$ cat src/rtl/wb_arb_pkg.sv
// Shared definitions for the two-master Wishbone arbiter in front of the
// single-port RAM controller: default bus widths, arbiter state encoding,
// and the starvation-counter width/ceiling.
package wb_arb_pkg;

  localparam int unsigned DW_DEF   = 32;
  localparam int unsigned AW_DEF   = 10;
  localparam int unsigned CTIW_DEF = 3;
  localparam int unsigned BTEW_DEF = 2;
  localparam int unsigned WAITW    = 16;

  localparam logic [WAITW-1:0] WAIT_MAX = '1;

  typedef enum logic [1:0] {
    IDLE = 2'd0,
    OWN0 = 2'd1,
    OWN1 = 2'd2
  } arb_state_e;

endpackage

$ cat src/rtl/wb_rr_grant2.sv
// Two-way round-robin winner select, purely combinational.
//   req  : cyc levels of requester 1 (bit 1) and requester 0 (bit 0)
//   last : requester served most recently
//   gnt  : one-hot winner, 2'b00 when nobody requests
module wb_rr_grant2 (
  input  logic [1:0] req,
  input  logic       last,
  output logic [1:0] gnt
);

  always_comb begin
    gnt = req;
    // On a tie the requester that was not served last wins.
    if (req == 2'b11) begin
      gnt = last ? 2'b01 : 2'b10;
    end
  end

endmodule

$ cat src/rtl/wb_sp_ram_arbiter.sv
// Arbitrates two Wishbone masters (m0_*, m1_*) onto one slave port (s_*)
// that feeds the BRAM controller / single-port RAM wrapper unchanged.
//   clk, reset       : clock, asynchronous active-high reset
//   mN_*_i           : requester N cycle inputs (dat/sel/addr/cti/bte/stb/cyc/we)
//   mN_dat_o         : read data, s_dat_i broadcast to both requesters
//   mN_ack/err/rty_o : slave termination, routed to the owner only
//   s_*_o / s_*_i    : slave-side cycle out, termination/data in
//   grant_o, busy_o  : one-hot owner and "port owned" status
//   wait_cnt_o       : saturating count of cycles the non-owner has stalled
module wb_sp_ram_arbiter
  import wb_arb_pkg::*;
#(
  parameter int unsigned Dw   = DW_DEF,
  parameter int unsigned Aw   = AW_DEF,
  parameter int unsigned SELw = Dw / 8,
  parameter int unsigned CTIw = CTIW_DEF,
  parameter int unsigned BTEw = BTEW_DEF
) (
  input  logic             clk,
  input  logic             reset,

  input  logic [Dw-1:0]    m0_dat_i,
  input  logic [SELw-1:0]  m0_sel_i,
  input  logic [Aw-1:0]    m0_addr_i,
  input  logic [CTIw-1:0]  m0_cti_i,
  input  logic [BTEw-1:0]  m0_bte_i,
  input  logic             m0_stb_i,
  input  logic             m0_cyc_i,
  input  logic             m0_we_i,
  output logic [Dw-1:0]    m0_dat_o,
  output logic             m0_ack_o,
  output logic             m0_err_o,
  output logic             m0_rty_o,

  input  logic [Dw-1:0]    m1_dat_i,
  input  logic [SELw-1:0]  m1_sel_i,
  input  logic [Aw-1:0]    m1_addr_i,
  input  logic [CTIw-1:0]  m1_cti_i,
  input  logic [BTEw-1:0]  m1_bte_i,
  input  logic             m1_stb_i,
  input  logic             m1_cyc_i,
  input  logic             m1_we_i,
  output logic [Dw-1:0]    m1_dat_o,
  output logic             m1_ack_o,
  output logic             m1_err_o,
  output logic             m1_rty_o,

  output logic [Dw-1:0]    s_dat_o,
  output logic [SELw-1:0]  s_sel_o,
  output logic [Aw-1:0]    s_addr_o,
  output logic [CTIw-1:0]  s_cti_o,
  output logic [BTEw-1:0]  s_bte_o,
  output logic             s_stb_o,
  output logic             s_cyc_o,
  output logic             s_we_o,
  input  logic [Dw-1:0]    s_dat_i,
  input  logic             s_ack_i,
  input  logic             s_err_i,
  input  logic             s_rty_i,

  output logic [1:0]       grant_o,
  output logic             busy_o,
  output logic [WAITW-1:0] wait_cnt_o
);

  arb_state_e       state_q, state_d;
  logic             last_owner_q, last_owner_d;
  logic [WAITW-1:0] wait_cnt_q, wait_cnt_d;
  logic [1:0]       rr_gnt;
  logic             stall;

  wb_rr_grant2 u_rr (
    .req  ({m1_cyc_i, m0_cyc_i}),
    .last (last_owner_q),
    .gnt  (rr_gnt)
  );

  always_ff @(posedge clk or posedge reset) begin
    if (reset) begin
      state_q      <= IDLE;
      last_owner_q <= 1'b1;
      wait_cnt_q   <= '0;
    end else begin
      state_q      <= state_d;
      last_owner_q <= last_owner_d;
      wait_cnt_q   <= wait_cnt_d;
    end
  end

  always_comb begin
    state_d      = state_q;
    last_owner_d = last_owner_q;
    stall        = 1'b0;
    unique case (state_q)
      IDLE: begin
        if (rr_gnt[0]) begin
          state_d = OWN0;
        end else if (rr_gnt[1]) begin
          state_d = OWN1;
        end
      end
      OWN0: begin
        stall = m0_cyc_i && m1_cyc_i;
        // A waiting peer takes over directly; a same-cycle re-request by
        // the old owner loses because ownership only follows the peer.
        if (!m0_cyc_i) begin
          last_owner_d = 1'b0;
          state_d      = m1_cyc_i ? OWN1 : IDLE;
        end
      end
      OWN1: begin
        stall = m1_cyc_i && m0_cyc_i;
        if (!m1_cyc_i) begin
          last_owner_d = 1'b1;
          state_d      = m0_cyc_i ? OWN0 : IDLE;
        end
      end
      default: state_d = IDLE;
    endcase

    wait_cnt_d = wait_cnt_q;
    if (state_d != state_q) begin
      wait_cnt_d = '0;
    end else if (stall && (wait_cnt_q != WAIT_MAX)) begin
      wait_cnt_d = wait_cnt_q + 1'b1;
    end
  end

  // Slave-side mux and termination routing follow the registered owner, so
  // a termination arriving as the owner drops cyc still reaches that owner.
  always_comb begin
    s_dat_o  = '0;
    s_sel_o  = '0;
    s_addr_o = '0;
    s_cti_o  = '0;
    s_bte_o  = '0;
    s_stb_o  = 1'b0;
    s_cyc_o  = 1'b0;
    s_we_o   = 1'b0;
    unique case (state_q)
      OWN0: begin
        s_dat_o  = m0_dat_i;
        s_sel_o  = m0_sel_i;
        s_addr_o = m0_addr_i;
        s_cti_o  = m0_cti_i;
        s_bte_o  = m0_bte_i;
        s_stb_o  = m0_stb_i;
        s_cyc_o  = m0_cyc_i;
        s_we_o   = m0_we_i;
      end
      OWN1: begin
        s_dat_o  = m1_dat_i;
        s_sel_o  = m1_sel_i;
        s_addr_o = m1_addr_i;
        s_cti_o  = m1_cti_i;
        s_bte_o  = m1_bte_i;
        s_stb_o  = m1_stb_i;
        s_cyc_o  = m1_cyc_i;
        s_we_o   = m1_we_i;
      end
      default: ;
    endcase
  end

  assign grant_o    = {state_q == OWN1, state_q == OWN0};
  assign busy_o     = |grant_o;
  assign wait_cnt_o = wait_cnt_q;

  assign m0_dat_o = s_dat_i;
  assign m1_dat_o = s_dat_i;
  assign m0_ack_o = grant_o[0] & s_ack_i;
  assign m0_err_o = grant_o[0] & s_err_i;
  assign m0_rty_o = grant_o[0] & s_rty_i;
  assign m1_ack_o = grant_o[1] & s_ack_i;
  assign m1_err_o = grant_o[1] & s_err_i;
  assign m1_rty_o = grant_o[1] & s_rty_i;

endmodule
$ cat config.mk
export PLATFORM = sky130hd
export DESIGN_NAME = wb_sp_ram_arbiter
export DESIGN_NICKNAME = d
export VERILOG_FILES = /design/src/rtl/wb_arb_pkg.sv /design/src/rtl/wb_rr_grant2.sv /design/src/rtl/wb_sp_ram_arbiter.sv
export SDC_FILE = /design/constraint.sdc
export NUM_CORES = 1
export LEC_CHECK = 0
export BUFFER_PORTS_ARGS = -buffer_cell sky130_fd_sc_hd__buf_2
export CAP_MARGIN = 10
export CELL_PAD_IN_SITES_DETAIL_PLACEMENT = 1
export CELL_PAD_IN_SITES_GLOBAL_PLACEMENT = 1
export CORE_MARGIN = 1.5
export CORE_UTILIZATION = 22
export DETAILED_ROUTE_END_ITERATION = 6
export PLACE_DENSITY = 0.91
export SYNTH_ARGS = -nofsm -noshare
export SYNTH_HDL_FRONTEND = slang
export SYNTH_SLANG_ARGS = --single-unit
$ cat constraint.sdc
create_clock -name clk -period 2.46 [get_ports clk]
set_input_delay 0.246 -clock clk [delete_from_list [all_inputs] [get_ports clk]]
set_output_delay 0.246 -clock clk [all_outputs]
set_load 0.02 [all_outputs]
# Word level (Yosys, flattened, before mapping)
# Cells that the tools add are included.
# totals
regBits,19
# classes
add_sub_neg,1
n_eq_ne,7
n_mux,23
n_bitwise,6
n_reduce_logical,7
# ops
op,count
$pmux W32 S2,1
$mux W16,2
$pmux W10 S2,1
$add A16 B1 Y16 const B,1
$ne A16 B16 Y1 const B,1
$mux W2,7
$pmux W1 S2,4
$pmux W4 S2,1
$and A1 B1 Y1,6
$pmux W2 S3,1
$pmux W3 S2,1
$eq A2 B2 Y1 const B,2
$mux W1,4
$ne A2 B2 Y1 const B,2
$pmux W2 S2,1
$reduce_bool A2 Y1,2
$reduce_and A3 Y1,1
$eq A2 B1 Y1 const B,1
$logic_and A1 B1 Y1,2
$logic_not A2 Y1,1
$ne A2 B2 Y1,1
$reduce_or A2 Y1,1

# Logic depth before layout (Yosys ltp)
# depth
word_depth,7
ltp_mapped,9

# Hierarchy
# A second synthesis with hierarchy kept.
# unflattened
hier_cells,335
hier_area_um2,2568.7
# modules_own_cells
mod,n_inst,cells_each,area_each_um2
wb_sp_ram_arbiter,1,332,2549.9
wb_rr_grant2,1,3,18.8

# Least setup slack after synthesis
# OpenSTA, ideal clock, no wires.
# synth_timing
kind,reg-to-output
start,register state_q[1]
end,output s_addr_o[1]
t_arrival_ns,1.991
required_ns,2.214
slack_ns,0.223
stages_incl_launch_ff,8
n_path_buf,3
cell_sequence,dfrtp_1 -> inv_1 -> ha_1 -> buf_2 -> clkbuf_1 -> clkbuf_1 -> a22oi_1 -> nor2b_1
# synth_via
elab_chain_len,2
# synth_rtl
item,line_no,source
"start, declared",wb_sp_ram_arbiter.sv:66,"arb_state_e state_q, state_d;"
"start signal, assigned",wb_sp_ram_arbiter.sv:84,state_q <= state_d;
$eq A2 B1 Y1,n/a,
named net grant_o[0],wb_sp_ram_arbiter.sv:61,"output logic [1:0] grant_o,"
$pmux W10 S2,wb_sp_ram_arbiter.sv:140,unique case (state_q)
"end, declared",wb_sp_ram_arbiter.sv:50,"output logic [Aw-1:0] s_addr_o,"
# The timed path passes the listed nets, and every way through them passes these cells.

# Worst setup path in the final report
# layout_timing
start,register state_q[0]
end,"register wait_cnt_q[9], in the netlist wait_cnt_o[9]"
# layout_via
elab_chain_len,5
# layout_rtl
item,line_no,source
$mux W2 (tied with other cells),wb_sp_ram_arbiter.sv:98,end else if (rr_gnt[1]) begin
$mux W2 or $reduce_or A2 Y1 (tied branches),n/a,
$pmux W2 S3 or $mux W1 (tied branches),n/a,
$ne A2 B2 Y1 or $logic_and A1 B1 Y1 (tied branches),"wb_sp_ram_arbiter.sv:122, wb_sp_ram_arbiter.sv:124",
$mux W16 or $reduce_bool A2 Y1 (tied branches),n/a,
"end signal, assigned",wb_sp_ram_arbiter.sv:86,wait_cnt_q <= wait_cnt_d;
"end, declared",wb_sp_ram_arbiter.sv:68,"logic [WAITW-1:0] wait_cnt_q, wait_cnt_d;"
# Several ways; a longest one is shown, not always the timed one.
# A chain may end at the register's enable or synchronous reset.

==> flow_metrics.py <==
metrics = {
    "global_routing": {
        "grt_max_degree": 60,
        "grt_pass1_vias": 2916,
        "grt_pass1_wl_um": 16000,
        "grt_usage": 0.160,
        "overflow": 0,
        "grt_antenna_before_repair": 1,
    },
    "clock_network": {
        "cts_root_buf": "clkbuf_16",
        "cts_max_level": 1,
        "clkSinkCount": 19,
        "cts_tree": "yes",
        "cts_buffers": 3,
        "clk_pin_slew_ps": 50,
        "cts_max_path_buffers": 2,
        "postCtsSetupBuffers": 0,
        "clk-insertion-delay-late_ps": 250,
    },
    "synthesis": {
        "yosys_warnings": 0,
        "synthCells": 327,
        "synth-seq-cells": 19,
        "syn_area_sq_um": 2560,
        "avgSynthCellArea_sq_um": 7.84,
        "synth_nets": 477,
        "yosysSeqAreaShare": 0.186,
        "netlist-cell-type-count": 43,
    },
    "layout": {
        "drive_gt1_frac": 0.477,
        "final_cell_area_sq_um": 3270,
        "nNetsFinal": 591,
        "regArea_sq_um": 477,
        "fillers": 1434,
        "multi_input_area_sq_um": 1510,
        "area_growth_syn_to_layout_pct": 27.6,
    },
    "placement": {
        "io_buffers": 191,
        "place_area_sq_um": 3180,
        "place.gp.congestion": 0.900,
        "hpwlAfterDp_um": 8590,
    },
    "power_and_ir_drop": {
        "peakVddDrop_uv": 382,
        "p_per_area_nw_per_um2": 1020,
        "p_leak_nw": 1.63,
    },
    "drt": {
        "drt_wl_total_um": 10300,
        "vias": 2874,
        "dr.pass1.iters": 4,
        "via_per_inst": 4.92,
        "postRouteAntennaNets": 0,
        "wl_per_cell_um": 17.7,
        "drc": 0,
        "drt_iter0_drc": 167,
    },
    "timing": {
        "fmax_mhz": 451,
        "setup_violations": 0,
        "period_needed_ps": 2220,
        "hold_viol_final": 0,
        "worstMarginPinSlew_ps": 736,
        "min_period_over_period": 0.901,
        "grt_setup_unrepaired": "no",
        "setup_tns_ps": 0,
        "skew_ps": 3.21,
        "final-max-slew-violation-count": 0,
        "maxSlewHeadroom": 0.509,
    },
    "die": {
        "die_h_um": 111,
        "dieArea_sq_um": 12300,
        "io_pins": 288,
        "die_x_um": 111,
        "core_area_sq_um": 11400,
        "start_util": 0.225,
        "rows": 39,
    },
    "status": {
        "status": "completed",
    },
    "hold_path": {
        "hp-class": "in -> async",
    },
    "worst_setup_path": {
        "critPathRequiredTime_ps": 2580,
        "end_kind": "flip-flop",
        "startpoint_type": "flip-flop",
        "r2r_slack_ps": 240,
        "crit_type": "reg -> reg",
        "cp.arrival_ps": 2330,
        "critPathMaxFanout": 16,
    },
    "flow_run": {
        "cap_violations": 0,
    },
}
## repair_timing
| action | in CTS | in global routing |
|---|---|---|
| setup endpoints to repair | 0 | 17 |
| resized for setup | 0 | 2 |
| hold buffers | 0 | 0 |
| hold endpoints to repair | 0 | 0 |
## stage by stage
stage	hold slack [ps]	setup WS [ps]	utilization	cells	power, mW
finish	108	245	0.288	584	3.32
floorplan	196	223	-	327	2.34
global placement	382	323	0.279	579	2.88
global route	172	46.4	0.288	583	3.55
CTS	138	58.7	0.286	583	3.33
detailed placement	416	72.7	0.279	579	2.97
## cells in the final DEF, fill, tap and decap left out, types with 6 or more instances in the layout
master	Yosys	final
xnor2_1	7	7
a22oi_1	53	53
dfrtp_1	18	18
a31oi_1	6	6
buf_2	3	191
and3_1	7	7
and2_1	10	10
nor2_1	15	15
nand3_1	6	6
nand2_1	10	10
nor2b_1	54	54
## critical path: stages, from the launching register on
cell and delay, ps:
dfrtp_1 470, inv_1 150, ha_2 240, and3b_1 190
a31oi_1 190, o211ai_1 220, o221ai_4 490, nor3_1 120
## report_power, final
group          leakage (nW)  switching (mW)  internal (mW)
sequential            0.259          0.0508          0.351
clock                0.0382           0.119          0.221
combinational          1.33            1.58           1.00
## registers in the layout, summed over array words and instances (netlist names)
name          count
wait_cnt_o       16
last_owner_q      1
state_q           2
## cells in the mapped netlist, drive strengths merged
library cell | n | share of area
a211oi | 2 | 0.0059
inv | 3 | 0.0044
a22oi | 53 | 0.16
a31oi | 6 | 0.015
a21oi | 5 | 0.0098
and2 | 10 | 0.024
buf | 72 | 0.20
a2111oi | 1 | 0.011
o211ai | 3 | 0.0088
a32o | 1 | 0.0039
nor4 | 2 | 0.0049
and3b | 2 | 0.0068
nand3b | 2 | 0.0059
mux2i | 1 | 0.0039
nand3 | 6 | 0.012
xnor2 | 7 | 0.024
xor2 | 3 | 0.010
o21bai | 1 | 0.0029
nor2 | 15 | 0.022
nor3b | 1 | 0.0029
and4bb | 1 | 0.0049
o221ai | 1 | 0.0059
nand2b | 1 | 0.0024
and3 | 7 | 0.017
and4 | 4 | 0.014
nor2b | 54 | 0.13
nor3 | 3 | 0.0078
o22a | 1 | 0.0039
o21ai | 1 | 0.0020
dfrtp | 18 | 0.18
a2bb2oi | 1 | 0.0034
a21bo | 1 | 0.0039
a21boi | 1 | 0.0029
clkbuf | 16 | 0.023
nand4 | 4 | 0.0098
nand2 | 10 | 0.015
dfstp | 1 | 0.010
ha | 5 | 0.024
mux2 | 1 | 0.0044
## kinds of logic after synthesis
| family | count (synthesis) | synth area share |
|---|---|---|
| mux | 2 | 0.00830 |
| fa+ha+maj | 5 | 0.0244 |
| xor+xnor | 10 | 0.0342 |
| compound gates | 78 | 0.234 |
| simple gates | 122 | 0.281 |
| buf+inv | 91 | 0.233 |
| flops | 19 | 0.186 |
## final timing paths
| path | from | endpoint | depth (start not counted) |
|---|---|---|---|
| worst min-delay path | reset | wait_cnt_o[8] | 2 |
| min in group clk | m1_cyc_i | last_owner_q | 3 |
| worst max register to register | state_q[0] | wait_cnt_o[9] | 7 |
| max in group asynchronous | reset | wait_cnt_o[13] | 2 |
| worst min register to register | wait_cnt_o[15] | wait_cnt_o[15] | 1 |
| worst max-delay path | state_q[0] | wait_cnt_o[9] | 7 |
## per-layer routing
| metal | share of wire | up-vias | track usage |
|---|---|---|---|
| li1 | - | 1326 | - |
| met1 | 0.39 | 1388 | 0.187 |
| met2 | 0.53 | 148 | 0.300 |
| met3 | 0.067 | 12 | 0.0344 |
| met4 | 0.0095 | 0 | 0.0299 |
| met5 | 0 | - | 0 |
## area by class of cell
cell class,instances,share of cell area
inverters,3,0.00344
multi-input cells,217,0.460
repair buffers,197,0.311
clock buffers,4,0.0241
diodes,1,0.000765
well taps,143,0.0547
flip-flops and latches,19,0.146
Power figures use the tool's default switching activity.
